File: src/rtl/iob_timer_alarm_core.sv
// Countdown timer with a 2*DATA_W-bit load register written in two halves,
// one-shot or auto-reload operation, a registered expiry pulse, a sticky
// interrupt flag and an on-demand snapshot of the running counter.
//
// Handshake: there is no valid/ready pair here. Every control input is a
// single-cycle pulse or level sampled on a rising clk_i edge where cke_i is
// high; with cke_i low every register holds and the inputs are ignored.
//
// Debug: the FSM has two states, and busy_o is a direct copy of the state
// register (1 = RUN, 0 = IDLE), so it serves as the state observation point.
module iob_timer_alarm_core #(
  parameter int DATA_W = 32
) (
  input  logic                  clk_i,
  input  logic                  arst_i,
  input  logic                  cke_i,
  input  logic                  load_low_wen_i,
  input  logic [DATA_W-1:0]     load_low_i,
  input  logic                  load_high_wen_i,
  input  logic [DATA_W-1:0]     load_high_i,
  input  logic                  start_i,
  input  logic                  stop_i,
  input  logic                  periodic_i,
  input  logic                  irq_clr_i,
  input  logic                  rstrb_i,
  output logic [2*DATA_W-1:0]   remaining_o,
  output logic                  busy_o,
  output logic                  expire_o,
  output logic                  irq_o
);

  localparam int CNT_W = 2 * DATA_W;

  typedef enum logic {
    IDLE = 1'b0,
    RUN  = 1'b1
  } state_t;

  state_t             state_q, state_d;
  logic [CNT_W-1:0]   cnt_q, cnt_d;
  logic [CNT_W-1:0]   load_q, load_d;
  logic [CNT_W-1:0]   rem_q, rem_d;
  logic               expire_q, expire_d;
  logic               irq_q, irq_d;

  logic               load_nonzero;
  logic               start_ok;
  logic               cnt_is_one;
  logic               cnt_above_one;

  assign load_nonzero  = (load_q != '0);
  // A start with an empty load register is a no-op.
  assign start_ok      = start_i && load_nonzero;
  assign cnt_is_one    = (cnt_q == CNT_W'(1));
  assign cnt_above_one = (cnt_q > CNT_W'(1));

  // Load register: each half follows its own strobe; the counter only sees
  // load_q (the pre-write value) at the edge where start_i samples it.
  always_comb begin
    load_d = load_q;
    if (load_low_wen_i) begin
      load_d[DATA_W-1:0] = load_low_i;
    end
    if (load_high_wen_i) begin
      load_d[CNT_W-1:DATA_W] = load_high_i;
    end
  end

  // FSM next state and counter: stop beats start, start beats countdown.
  always_comb begin
    state_d  = state_q;
    cnt_d    = cnt_q;
    expire_d = 1'b0;
    if (stop_i) begin
      state_d = IDLE;
    end else if (start_ok) begin
      cnt_d   = load_q;
      state_d = RUN;
    end else if (state_q == RUN) begin
      if (cnt_above_one) begin
        cnt_d = cnt_q - CNT_W'(1);
      end else if (cnt_is_one) begin
        expire_d = 1'b1;
        // Reload only if there is something to reload; a load register
        // cleared while running turns the last period into a one-shot.
        if (periodic_i && load_nonzero) begin
          cnt_d = load_q;
        end else begin
          cnt_d   = '0;
          state_d = IDLE;
        end
      end else begin
        // Counter already at zero while running (cannot be reached through
        // normal starts); park in IDLE rather than wrap around.
        state_d = IDLE;
      end
    end
  end

  // Sticky interrupt (set wins over clear) and counter snapshot.
  always_comb begin
    irq_d = irq_q;
    if (expire_d) begin
      irq_d = 1'b1;
    end else if (irq_clr_i) begin
      irq_d = 1'b0;
    end
    rem_d = rstrb_i ? cnt_q : rem_q;
  end

  // State register: async reset clears everything, cke_i gates all updates.
  always_ff @(posedge clk_i or posedge arst_i) begin
    if (arst_i) begin
      state_q  <= IDLE;
      cnt_q    <= '0;
      load_q   <= '0;
      rem_q    <= '0;
      expire_q <= 1'b0;
      irq_q    <= 1'b0;
    end else if (cke_i) begin
      state_q  <= state_d;
      cnt_q    <= cnt_d;
      load_q   <= load_d;
      rem_q    <= rem_d;
      expire_q <= expire_d;
      irq_q    <= irq_d;
    end
  end

  assign remaining_o = rem_q;
  assign busy_o      = (state_q == RUN);
  assign expire_o    = expire_q;
  assign irq_o       = irq_q;

endmodule

File: config.mk
export PLATFORM = sky130hd
export DESIGN_NAME = iob_timer_alarm_core
export DESIGN_NICKNAME = d
export VERILOG_FILES = /design/src/rtl/iob_timer_alarm_core.sv
export SDC_FILE = /design/constraint.sdc
export NUM_CORES = 1
export LEC_CHECK = 0
export CAP_MARGIN = 0
export CORE_AREA = 3 3 130 132
export DETAILED_ROUTE_END_ITERATION = 12
export DIE_AREA = 0 0 133 135
export PLACE_DENSITY = 0.82
export SYNTH_ARGS = -nofsm -noshare
export SYNTH_HDL_FRONTEND = slang
export SYNTH_SLANG_ARGS = --single-unit
File: constraint.sdc
create_clock -name clk_i -period 8.85 [get_ports clk_i]
set_input_delay 0.885 -clock clk_i [delete_from_list [all_inputs] [get_ports clk_i]]
set_output_delay 0.885 -clock clk_i [all_outputs]
set_load 0.02 [all_outputs]
==> metrics.md <==
| Metric | Value |
|---|---|
| F_max | 246 MHz |
| CP max-delay cell | buf_4 |
| Synth unique cells | 53 |
| Area occupied by multi-input gates | 4020 um^2 |
| Post-synth ARST share | 100% |
| Max clock buf depth | 2 |
| Synth top area share | 53.1% |
| Top cells by area, synth | dfrtp_1 53%, mux2_2 14%, o21ai_0 5.3% |
| Fin util | 71.1% |
| Synthesized area | 9190 um^2 |
| Post-route setup TNS | 0 ns |
| Global route overflow | 0 |
| CP top delay family | compound AO/OA/AOI/OAI gates |
| Non-Filler Instances | 1194 |
| Drt total wl | 24.3 mm |
| Hpwl dp | 16.6 mm |
| Vias | 7561 |
| Layout cell share with drive strength beyond 1 | 17.6% |
| Hold WS | 0.478 ns |
| Result of the run | finished clean |
| GR Util All Layers | 27.5% |
| Starting DRT DRC Count | 804 |
| Die width | 133 um |
| Final net count | 1043 |
| Area after DPL | 10700 um^2 |
| Post-cts resize count | 0 |
| Final Hold Fails | 0 |
| Yosys synthesis warning count | 0 |
| Setup slack after layout | 4.79 ns |
| Leak | 4.51 nW |
| Tot Pwr | 2.84 mW |
| Synth area leader | dfrtp_1 |
| Crit path cell chain | nor4_4, nor2b_1, nand4_2, o31a_1, o21ai_4, buf_4, o21ai_0, o21ai_1 |
| Pwr per Cell Area | 252 nW/um^2 |
| Die footprint | 18000 um^2 |
| Htree depth | 4 |
| Pin count of the biggest net entering global routing | 146 |
| Via/cell ratio | 6.33 |
| Top_reg_cell synth | dfrtp_1 |
| Detailed Routing Iterations Pass 1 | 5 |
| RSZ-0062 raised after global routing | no |
| Slew Limit Fails | 0 |
| Core ar. | 15800 um^2 |
| Max cap viols | 0 |
| Number of clock sinks | 195 |
| Diodes inserted | 0 |
| Starting Density | 58.1% |
| Post-route ant nets | 0 |
| Die Ht | 135 um |
| Post-layout min period | 4.06 ns |
| Setup slack at placement | 5.05 ns |
| EDFF count, synth | 0 |
| Worst hold path class | register to register |
| Clk_lat worst skew | 0.43 ns |
| Post-CTS Hold Buffers | 0 |
| Residual DRC | 0 |
| CP Launch Type | register |
| Post-synthesis sequential area ratio | 53.1% |
| First-pass GRT wire length | 39.1 mm |
| Worst Path Arrival | 4.41 ns |
| CTS tree | done |
| Syn_area_per_cell | 10.8 um^2 |
| Setup crit end kind | register |
| Vias in the first global route | 7491 |
| Setup bufs post-CTS | 0 |
| PortBufs | 140 |
| Post-Synthesis Cells | 850 |
| Register area | 4880 um^2 |
| Max FO, Critical Path | 101 |
| Placed insts | 1164 |
| Final Setup Violations | 0 |
| Synth Net Count | 926 |
| CTS Buf Count | 17 |
| Design Area, Final | 11200 um^2 |
| Placer Congestion | 0.902 |
| # rows | 46 |
| Buf/Inv on CP | 1 |
| Req. time, crit path | 9.20 ns |
| Slew headroom | 25.2% |
| WS Path Type | register to register |
| Initial antenna violation count | 0 |
| CTS root buf | clkbuf_16 |
| Wirelength per Cell | 20.4 um |
| IO Count | 141 |
| Worst slew pin tran | 1.12 ns |
| Peak VDD IR | 0.152 mV |
| Max stage delay on crit path | 0.78 ns |
| Layout area overhead | 22.4% |
| Number of synthesized register bits | 195 |
| Max Clock Skew | 0.00584 ns |
| Fillers | 1133 |
| Clk slew on worst S/H paths | 0.07 ns |
| Final period util | 45.9% |
[final cells by class]
class / instances / share of cell area [%]
clock buffers: 22 / 4.13
clock inverters: 8 / 0.723
inverters: 17 / 0.634
multi-input cells: 588 / 35.7
flip-flops and latches: 195 / 43.4
well taps: 216 / 2.40
repair buffers: 148 / 13.0
[per-layer routing]
| metal | GRT usage (%) | up-vias | share of wire, % |
|---|---|---|---|
| met4 | 9.76 | 0 | 2.3 |
| met2 | 44.2 | 365 | 47 |
| met1 | 37.8 | 3775 | 43 |
| met5 | 0 | - | 0 |
| met3 | 5.25 | 43 | 7.6 |
| li1 | - | 3378 | - |
[final timing paths]
check,start,depth (start not counted),to,slack [ns]
max,cnt_q[10]$_DFFE_PP0P_,8,cnt_q[28]$_DFFE_PP0P_,4.79
min,irq_o$_DFFE_PP0P_,2,irq_o$_DFFE_PP0P_,0.48
max reg2reg,cnt_q[10]$_DFFE_PP0P_,8,cnt_q[28]$_DFFE_PP0P_,4.79
min reg2reg,irq_o$_DFFE_PP0P_,2,irq_o$_DFFE_PP0P_,0.48
max in group asynchronous,arst_i,3,load_q[60]$_DFFE_PP0P_,6.56
min in group asynchronous,arst_i,2,remaining_o[13]$_DFFE_PP0P_,1.08
[report_power, final]
part | total, mW | internal, mW | switching, mW
sequential | 1.32 | 1.10 | 0.213
combinational | 0.788 | 0.383 | 0.406
clock | 0.732 | 0.400 | 0.332
total | 2.84 | 1.88 | 0.951
[logic make-up after synthesis]
group | Yosys count | share of synthesized area (%)
flip-flops | 195 | 53.1
adder cells (fa/ha/maj) | 2 | 0.272
AO/OA/AOI/OAI | 249 | 15.7
buffers and inverters | 67 | 3.34
AND/OR/NAND/NOR | 222 | 13.5
multiplexers | 115 | 14.1
[flip-flops by register name, indices dropped and copies added (netlist names)]
signal	cells
load_q	64
irq_o	1
remaining_o	64
busy_o	1
cnt_q	64
expire_o	1
[cells in the mapped netlist (2+ instances only)]
cell type	instances
nor2b_1	2
nor3_1	32
inv_1	17
o31a_1	3
mux2_2	115
nand3_2	2
ha_1	2
buf_2	21
o21ai_1	33
a32oi_1	18
nor2_1	61
nand4_1	7
dfrtp_1	195
nor3b_1	6
and3_1	7
nor4b_1	2
o21ai_2	2
or2_1	2
nor3_2	2
nor4_2	2
nor4bb_1	2
buf_4	3
o21ai_0	97
a22oi_1	18
or2_2	2
nand3_1	5
nor4_1	30
a21oi_1	57
buf_6	2
buf_1	11
o22ai_1	4
a31oi_1	7
clkbuf_2	2
nand2_1	39
clkbuf_1	11
nor4_4	5
a2bb2oi_1	2
or3_1	5
and4_1	3
[worst reg2reg max path, delay by kind of cell (launching register included)]
kind	cells	cell delay [ns]
simple gates	3	1.30
flops	1	0.48
buf+inv	1	0.79
compound gates	4	1.40
[cells in the final DEF (no fill, tap or decap), drive strengths merged, types with 22 or more instances in the layout]
cell | Yosys | layout
o21ai | 132 | 132
clkdlybuf4s50 | 0 | 140
a21oi | 58 | 58
clkbuf | 13 | 22
mux2 | 115 | 115
dfrtp | 195 | 195
nor2 | 61 | 61
nor3 | 34 | 34
nor4 | 37 | 37
nand2 | 39 | 39
No activity file was read; power rests on OpenSTA's default activity.
